### src/rtl/arbitro_round_robin.sv
// rtl/arbitro_round_robin.sv - eight-way round-robin arbiter with hold timeout and one-hot grant
module arbitro_round_robin #(
    parameter int MAX_HOLD = 16,
    parameter int HOLD_W   = 8
) (
    input  logic       clk,
    input  logic       rst_n,
    input  logic [7:0] req,
    output logic [7:0] grant,
    output logic [2:0] grant_idx,
    output logic       grant_valid,
    output logic       timeout
);

    typedef enum logic {
        IDLE  = 1'b0,
        GRANT = 1'b1
    } state_t;

    localparam logic [HOLD_W-1:0] HOLD_LAST = HOLD_W'(MAX_HOLD - 1);

    state_t            state;
    state_t            state_n;
    logic [2:0]        ptr;
    logic [2:0]        ptr_n;
    logic [HOLD_W-1:0] hold_cnt;
    logic [HOLD_W-1:0] hold_cnt_n;
    logic [7:0]        grant_n;
    logic [2:0]        grant_idx_n;
    logic              grant_valid_n;
    logic              timeout_n;

    logic [2:0]        winner;
    logic              owner_req;
    logic              hold_last;

    // First set bit scanning upward from p and wrapping past 7 back to 0.
    function automatic logic [2:0] pick_winner(input logic [7:0] r, input logic [2:0] p);
        logic [2:0] idx;
        logic [2:0] result;
        logic       found;
        result = 3'd0;
        found  = 1'b0;
        for (int k = 0; k < 8; k++) begin
            idx = p + 3'(k);
            if (!found && r[idx]) begin
                result = idx;
                found  = 1'b1;
            end
        end
        return result;
    endfunction

    assign winner    = pick_winner(req, ptr);
    assign owner_req = req[grant_idx];
    assign hold_last = (hold_cnt == HOLD_LAST);

    always_ff @(posedge clk or negedge rst_n) begin
        if (!rst_n) begin
            state       <= IDLE;
            ptr         <= 3'd0;
            hold_cnt    <= '0;
            grant       <= 8'h00;
            grant_idx   <= 3'd0;
            grant_valid <= 1'b0;
            timeout     <= 1'b0;
        end else begin
            state       <= state_n;
            ptr         <= ptr_n;
            hold_cnt    <= hold_cnt_n;
            grant       <= grant_n;
            grant_idx   <= grant_idx_n;
            grant_valid <= grant_valid_n;
            timeout     <= timeout_n;
        end
    end

    always_comb begin
        state_n       = state;
        ptr_n         = ptr;
        hold_cnt_n    = hold_cnt;
        grant_n       = grant;
        grant_idx_n   = grant_idx;
        grant_valid_n = grant_valid;
        timeout_n     = 1'b0;

        case (state)
            IDLE: begin
                if (|req) begin
                    state_n       = GRANT;
                    grant_idx_n   = winner;
                    grant_n       = 8'b1 << winner;
                    grant_valid_n = 1'b1;
                    hold_cnt_n    = '0;
                end else begin
                    grant_idx_n   = 3'd0;
                    grant_n       = 8'h00;
                    grant_valid_n = 1'b0;
                    hold_cnt_n    = '0;
                end
            end
            GRANT: begin
                // A release on the last hold cycle wins over the timeout.
                if (!owner_req || hold_last) begin
                    state_n       = IDLE;
                    ptr_n         = grant_idx + 3'd1;
                    grant_idx_n   = 3'd0;
                    grant_n       = 8'h00;
                    grant_valid_n = 1'b0;
                    hold_cnt_n    = '0;
                    timeout_n     = owner_req;
                end else begin
                    hold_cnt_n    = hold_cnt + 1'b1;
                end
            end
            default: begin
                state_n       = IDLE;
                grant_idx_n   = 3'd0;
                grant_n       = 8'h00;
                grant_valid_n = 1'b0;
                hold_cnt_n    = '0;
            end
        endcase
    end

endmodule

### config.mk
export PLATFORM = sky130hd
export DESIGN_NAME = arbitro_round_robin
export DESIGN_NICKNAME = d
export VERILOG_FILES = /design/src/rtl/arbitro_round_robin.sv
export SDC_FILE = /design/constraint.sdc
export NUM_CORES = 1
export LEC_CHECK = 0
export CAP_MARGIN = 20
export CORE_UTILIZATION = 56
export DETAILED_ROUTE_END_ITERATION = 12
export GPL_TIMING_DRIVEN = 0
export PLACE_DENSITY_LB_ADDON = 0.3
export SYNTH_ARGS = -nofsm -noshare
export SYNTH_HDL_FRONTEND = slang
export SYNTH_SLANG_ARGS = --single-unit
### constraint.sdc
create_clock -name clk -period 4.2 [get_ports clk]
set_input_delay 1.05 -clock clk [delete_from_list [all_inputs] [get_ports clk]]
set_output_delay 1.05 -clock clk [all_outputs]
set_load 0.01 [all_outputs]
; ---- After elaboration in Yosys (flattened, before gate mapping)
; Index checks and enable logic that the tools add are counted.
[op_classes]
mux = 48
magnitude_cmp = 9
n_addsub = 9
reduce_logical = 18
n_bitwise = 1
n_shift = 1
eq_ne = 2
[ops]
columns = operator, n
row1 = 3-bit by 4-bit less-than comparator with 1-bit output (second input constant), 9
row2 = 8-bit one-hot mux with 2 select lines, 2
row3 = 3-bit 2-to-1 mux, 10
row4 = 1-bit binary-select mux with 3-bit select, 9
row5 = 8-bit 2-to-1 mux, 3
row6 = 1-bit 2-to-1 mux, 21
row7 = 3-bit adder (second input constant), 4
row8 = 8-bit by 1-bit adder with 8-bit output (second input constant), 1
row9 = 8-bit by 4-bit equality test with 1-bit output (second input constant), 1
row10 = 1-bit zero test, 8
row11 = 8-bit OR reduction, 1
row12 = 1-bit by 3-bit << shifter with 8-bit output (first input constant), 1
row13 = 1-bit logical AND, 7
row14 = 3-bit by 1-bit adder with 3-bit output (second input constant), 2
row15 = 3-bit by 2-bit adder with 3-bit output (second input constant), 2
row16 = 3-bit one-hot mux with 2 select lines, 1
row17 = 1-bit one-hot mux with 2 select lines, 2
row18 = 2-bit by 1-bit != test with 1-bit output (second input constant), 1
row19 = 2-bit AND reduction, 1
row20 = 1-bit logical OR, 1
row21 = 1-bit inverter, 1
[word_totals]
regBits = 25
word_cells = 95
output_inout_bits = 13
in_bits = 10

; ---- Logic depth before layout (Yosys ltp)
; Gate-level depths: netlist (run 1).
[logic_depth]
ltp_word = 27
depth_mapped = 12
depth_no_buf = 9

; ---- Least setup slack after synthesis (run 1)
; No wires, ideal clock.
[synth_path]
kind = input to register
startpoint = in req[2]
endpoint = reg grant[2]
cell_stages = 7
t_arrival_ns = 3.100
slack_ns = 0.978
t_required_ns = 4.078
path_cell_list = mux4_1 mux2_4 or4_4 a41oi_2 a211oi_2 a31o_4 a32o_1
[synth_via]
elab_chain_cells = 27
[synth_rtl]
columns = item, line_no
row1 = "start, declared", 8  ; input logic [7:0] req,
row2 = 1-bit binary-select mux with 3-bit select, 46  ; if (!found && r[idx]) begin
row3 = 1-bit 2-to-1 mux (implied by the code), 46
row4 = 1-bit 2-to-1 mux, 46
row5 = 1-bit zero test, 46
row6 = 1-bit logical AND, 46
row7 = 1-bit 2-to-1 mux, 46
row8 = 1-bit zero test, 46
row9 = 1-bit logical AND, 46
row10 = [11 not listed], -
row11 = 1-bit logical AND, 46
row12 = 1-bit 2-to-1 mux, 46
row13 = 1-bit zero test, 46
row14 = 1-bit logical AND, 46
row15 = 3-bit 2-to-1 mux, 46
row16 = 1-bit by 3-bit << shifter with 8-bit output, 92  ; grant_n = 8'b1 << winner;
row17 = 8-bit 2-to-1 mux, 89  ; if (|req) begin
row18 = 8-bit one-hot mux with 2 select lines, 87  ; case (state)
row19 = "end signal, assigned", 71  ; grant <= grant_n;
row20 = "end, declared", 9  ; output logic [7:0] grant,
; Several ways; a longest one is shown, not always the timed one. The select of a mux whose other input is x is not followed.
; A chain may end at the register's enable or synchronous reset.

; ---- Worst setup path in the final report (run 1)
[layout_path]
startpoint = reg ptr[1]
endpoint = reg grant[4]
[layout_via]
elab_chain_cells = 27
[layout_rtl]
columns = item, line_no
row1 = "start, declared", 24  ; logic [2:0] ptr;
row2 = "start signal, assigned", 69  ; ptr <= ptr_n;
row3 = branches (longest 23 deep; another with 3-bit by 1-bit adder with 3-bit output), -
row4 = 3-bit 2-to-1 mux *, 46
row5 = 1-bit by 3-bit << shifter with 8-bit output *, 92
row6 = 8-bit 2-to-1 mux *, 89
row7 = 8-bit one-hot mux with 2 select lines *, 87
; Every way passes the cells marked *. The select of a mux whose other input is x is not followed.

==> impl.org, run 1 <==
** Power
- Per report_power, the sequential group accounts for 18.6% of the total.
- Power Density :: 915 nW/um2
- Of the total power, the clock network draws 5.0%.
- For this design the static power due to leakage is 0.917 nW.
- Logic pwr share :: 76.4%
- In this run switching power makes up 48.6% of total power.
- The analysis attributes to net switching a power of 0.998 mW.
- VDD sags by at most 473 uV.
- Power Internal :: 1.05 mW

** CTS
- Total CTS buffers :: 3
- Clock transition at the register clock pins on the worst setup and hold paths after CTS :: 0.13 ns
- Post-CTS timing repair inserted 0 buffers for setup.
- Skew-Pair Late Insertion Delay :: 0.30 ns
- In this run the deepest clock path goes through 2 buffers.
- TritonCTS built the clock tree.
- Post-CTS sizing :: 0
- CTS HTree Levels :: 1
- Library cell used as clock root buffer :: sky130_fd_sc_hd__clkbuf_4
- For this design, the sink count on the clock tree is 25.
- Total of hold buffers inserted after clock tree synthesis :: 0

** Routing
- Antenna Violating Nets Remaining :: 0
- In this run, the number of DRC markers left after iteration 0 of detailed routing was 86.
- In the routed layout, each cell is associated on average with a via count of 6.45.
- Average detailed-routed wire length per instance :: 17.7 um
- Routed vias :: 1,580
- For this block, the routed nets add up to 4340 um of wire.
- DRC violations left :: 0
- DR pass1 iterations :: 4

** GRT
- First-pass GRT wire length :: 7070 um
- Across every metal layer, demand over resource in global routing totals 26.1%.
- The total overflow left after global routing is 0.
- Largest net degree at the start of global routing :: 26
- The number of antenna violations at the first check in global routing was 0.
- The number of global-route vias before repair was 1,520.

** STA
- Hold timing on the final database bottoms out at a slack of 0.470 ns.
- The smallest clock period supported by the final layout is computed as 3.85 ns.
- The count of final hold-check violations is 0.
- After layout, the worst setup slack is 0.347 ns.
- Setup repair after global routing left no endpoint under its margin.
- For the pin with the worst max-slew slack, the measured transition is 0.606 ns.
- For the final database, setup skew stands at 0.00387 ns.
- Rel. slew slack :: 58.4%
- Final setup viols :: 0
- For this run, the top clock speed supported by timing is 260 MHz.
- Fin. max-slew vios :: 0
- Summed negative setup slack over all endpoints :: 0 ns
- After layout, the worst path uses 91.7% of the clock period.

** Placement
- Placement Cell Area :: 2190 um2
- Routability-driven placement finished with a final weighted congestion of 0.871.
- At the placement stage, the worst setup path has a slack of 0.235 ns.
- DP Wirelength :: 3300 um
- Port Buffer Count :: 22

** Finish
- For this run, the post-layout net count is 216.
- Leaving out fill and tap cells, the most frequent cell in the layout is sky130_fd_sc_hd__dfrtp_1.
- Multi-input combinational cell area :: 1230 um2
- Summing all non-filler instances in the final layout gives an area of 2240 um2.
- Antenna diode instance count :: 0
- Summing all flip-flop and latch instances after layout gives 626 um2.
- The area growth from synthesis to layout is 17.3%.
- Layout cell share with drive strength beyond 1 :: 15.9%
- Fill cell count :: 246
- In the layout the commonest cells are sky130_fd_sc_hd__dfrtp_1 (25), sky130_fd_sc_hd__clkdlybuf4s50_1 (22), sky130_fd_sc_hd__nand2_1 (16).

** Setup path
- STA puts the critical path data required time at 4.45 ns.
- Crit path DAT :: 4.10 ns
- Of all nets on the critical path, the largest fanout is 10.
- The worst setup path is captured at a register.
- Number of cell instances on the worst register-to-register path :: 12
- WS Path Type :: register to register
- Startpoint kind of the worst setup timing path :: register

** Floorplan
- Initial Util :: 60.6%
- Boundary Pins :: 23
- Die area :: 3650 um2
- The floorplan step set the die width to 60.4 um.
- Core region area :: 3150 um2
- In this run the core area contains 20 standard-cell rows.
- Chip height :: 60.4 um

** Yosys
- A synthesized cell averages 11.0 um2.
- In this run, synthesis produced a sequential element count of 25.
- Warnings, synthesis :: 0
- Count of cell types in the netlist :: 45
- The synthesized netlist occupies a cell area of 1910 um2.
- Sequential cell area fraction in the yosys report :: 32.7%
- Instance count of the mapped netlist :: 174
- The number of nets handed over by synthesis was 188.

** Run
- Max Cap Viol :: 0

** Hold path
- Number of instances on the worst hold path :: 1
- The worst hold path belongs to the class register to register.

** Run status
- The flow ran to the end, and the final reports show no timing, DRC or antenna violations.
## through the flow
stage / power, mW / cells / util (%)
floorplan: 1.57 / 174 / -
global placement: 1.88 / 240 / 69.4
detailed placement: 1.94 / 240 / 69.4
CTS: 2.05 / 244 / 70.2
global route: 2.22 / 245 / 71.1
finish: 2.05 / 245 / 71.1
## registers in the layout, summed over array words and instances (netlist names)
signal	count
grant_idx	3
grant_valid	1
state	1
hold_cnt	8
timeout	1
grant	8
ptr	3
## cell usage after synthesis (all sizes together)
library cell,n,area share (%)
dfrtp,25,33
nand2,16,3.1
nor2,15,2.9
mux4,12,16
a32o,9,4.7
o21ai,8,2.1
mux2i,7,4.3
nand3,7,1.8
xnor2,6,2.7
buf,5,2.0
inv,5,0.98
mux2,5,3.1
a21o,4,1.6
a21oi,4,1.0
ha,4,2.6
nand2b,4,1.3
nand4,4,1.3
xor2,4,1.8
and2,3,0.98
nor4,3,0.98
a21bo,2,1.0
a31oi,2,1.4
nor2b,2,0.65
o2111ai,2,0.92
o22ai,2,0.65
a211o,1,0.52
a211oi,1,0.65
a31o,1,0.92
a32oi,1,0.46
a41oi,1,0.85
and2b,1,0.39
and3,1,0.33
and4,1,0.46
clkbuf,1,0.20
nor3,1,0.52
o221a,1,0.59
o221ai,1,0.46
or2,1,0.33
or4,1,0.59
## final cells by class
cell class | count | share of cell area (%)
multi-input cells | 138 | 54.7
well taps | 44 | 2.46
clock inverters | 1 | 0.223
clock buffers | 3 | 1.00
plain buffers | 6 | 1.84
flip-flops and latches | 25 | 27.9
repair buffers | 23 | 11.0
inverters | 5 | 0.837
## layer usage
metal	GRT usage [%]	part of all wire (%)	routed length, um
met3	1.49	2.4	103
met1	32.8	41	1780
met2	49.0	55	2400
met5	0	0	0
met4	6.49	1.3	56
## cells by family (layout without fill, tap and decap cells)
kind of cell	Yosys count	after routing	synth area share (%)
AND/OR/NAND/NOR	60	60	15.8
adder cells (fa/ha/maj)	4	4	2.62
AO/OA/AOI/OAI	40	40	18.0
multiplexers	24	24	23.2
flip-flops	25	25	32.7
XOR/XNOR	10	10	4.58
buffers and inverters	11	38	3.14
## power by group through the flow
stage,Combinational [mW],Clock [mW],Sequential [mW]
after floorplan,1.18,0,0.388
after global placement,1.50,0,0.380
after detailed placement,1.55,0,0.387
after CTS,1.56,0.103,0.382
after global routing,1.72,0.113,0.393
final,1.57,0.102,0.382
## worst paths after layout
path | slack, ns | endpoint | from
worst max-delay path | 0.35 | grant[4] | ptr[1]
worst min-delay path | 0.47 | hold_cnt[0] | hold_cnt[0]
worst max register to register | 0.35 | grant[4] | ptr[1]
worst min register to register | 0.47 | hold_cnt[0] | hold_cnt[0]
max in group asynchronous | 2.81 | state | rst_n
min in group asynchronous | 0.99 | hold_cnt[6] | rst_n
## critical path: stages (launching register included)
cell,delay [ns]
sky130_fd_sc_hd__dfrtp_1,0.49
sky130_fd_sc_hd__buf_2,0.29
sky130_fd_sc_hd__inv_1,0.11
sky130_fd_sc_hd__ha_1,0.28
sky130_fd_sc_hd__buf_2,0.23
sky130_fd_sc_hd__mux4_1,0.69
sky130_fd_sc_hd__mux2i_1,0.28
sky130_fd_sc_hd__buf_2,0.25
sky130_fd_sc_hd__a21bo_2,0.24
sky130_fd_sc_hd__a21oi_1,0.20
sky130_fd_sc_hd__nor2b_1,0.09
sky130_fd_sc_hd__o221ai_1,0.40
sky130_fd_sc_hd__a32o_1,0.25
Note: power is estimated with default switching activity, not from simulation.
==> run 2, diff against run 1 <==
CAP_MARGIN = 25   (was 20)
==> results of run 2 <==
Final layout, timing and power as in run 1 (identical DEF).
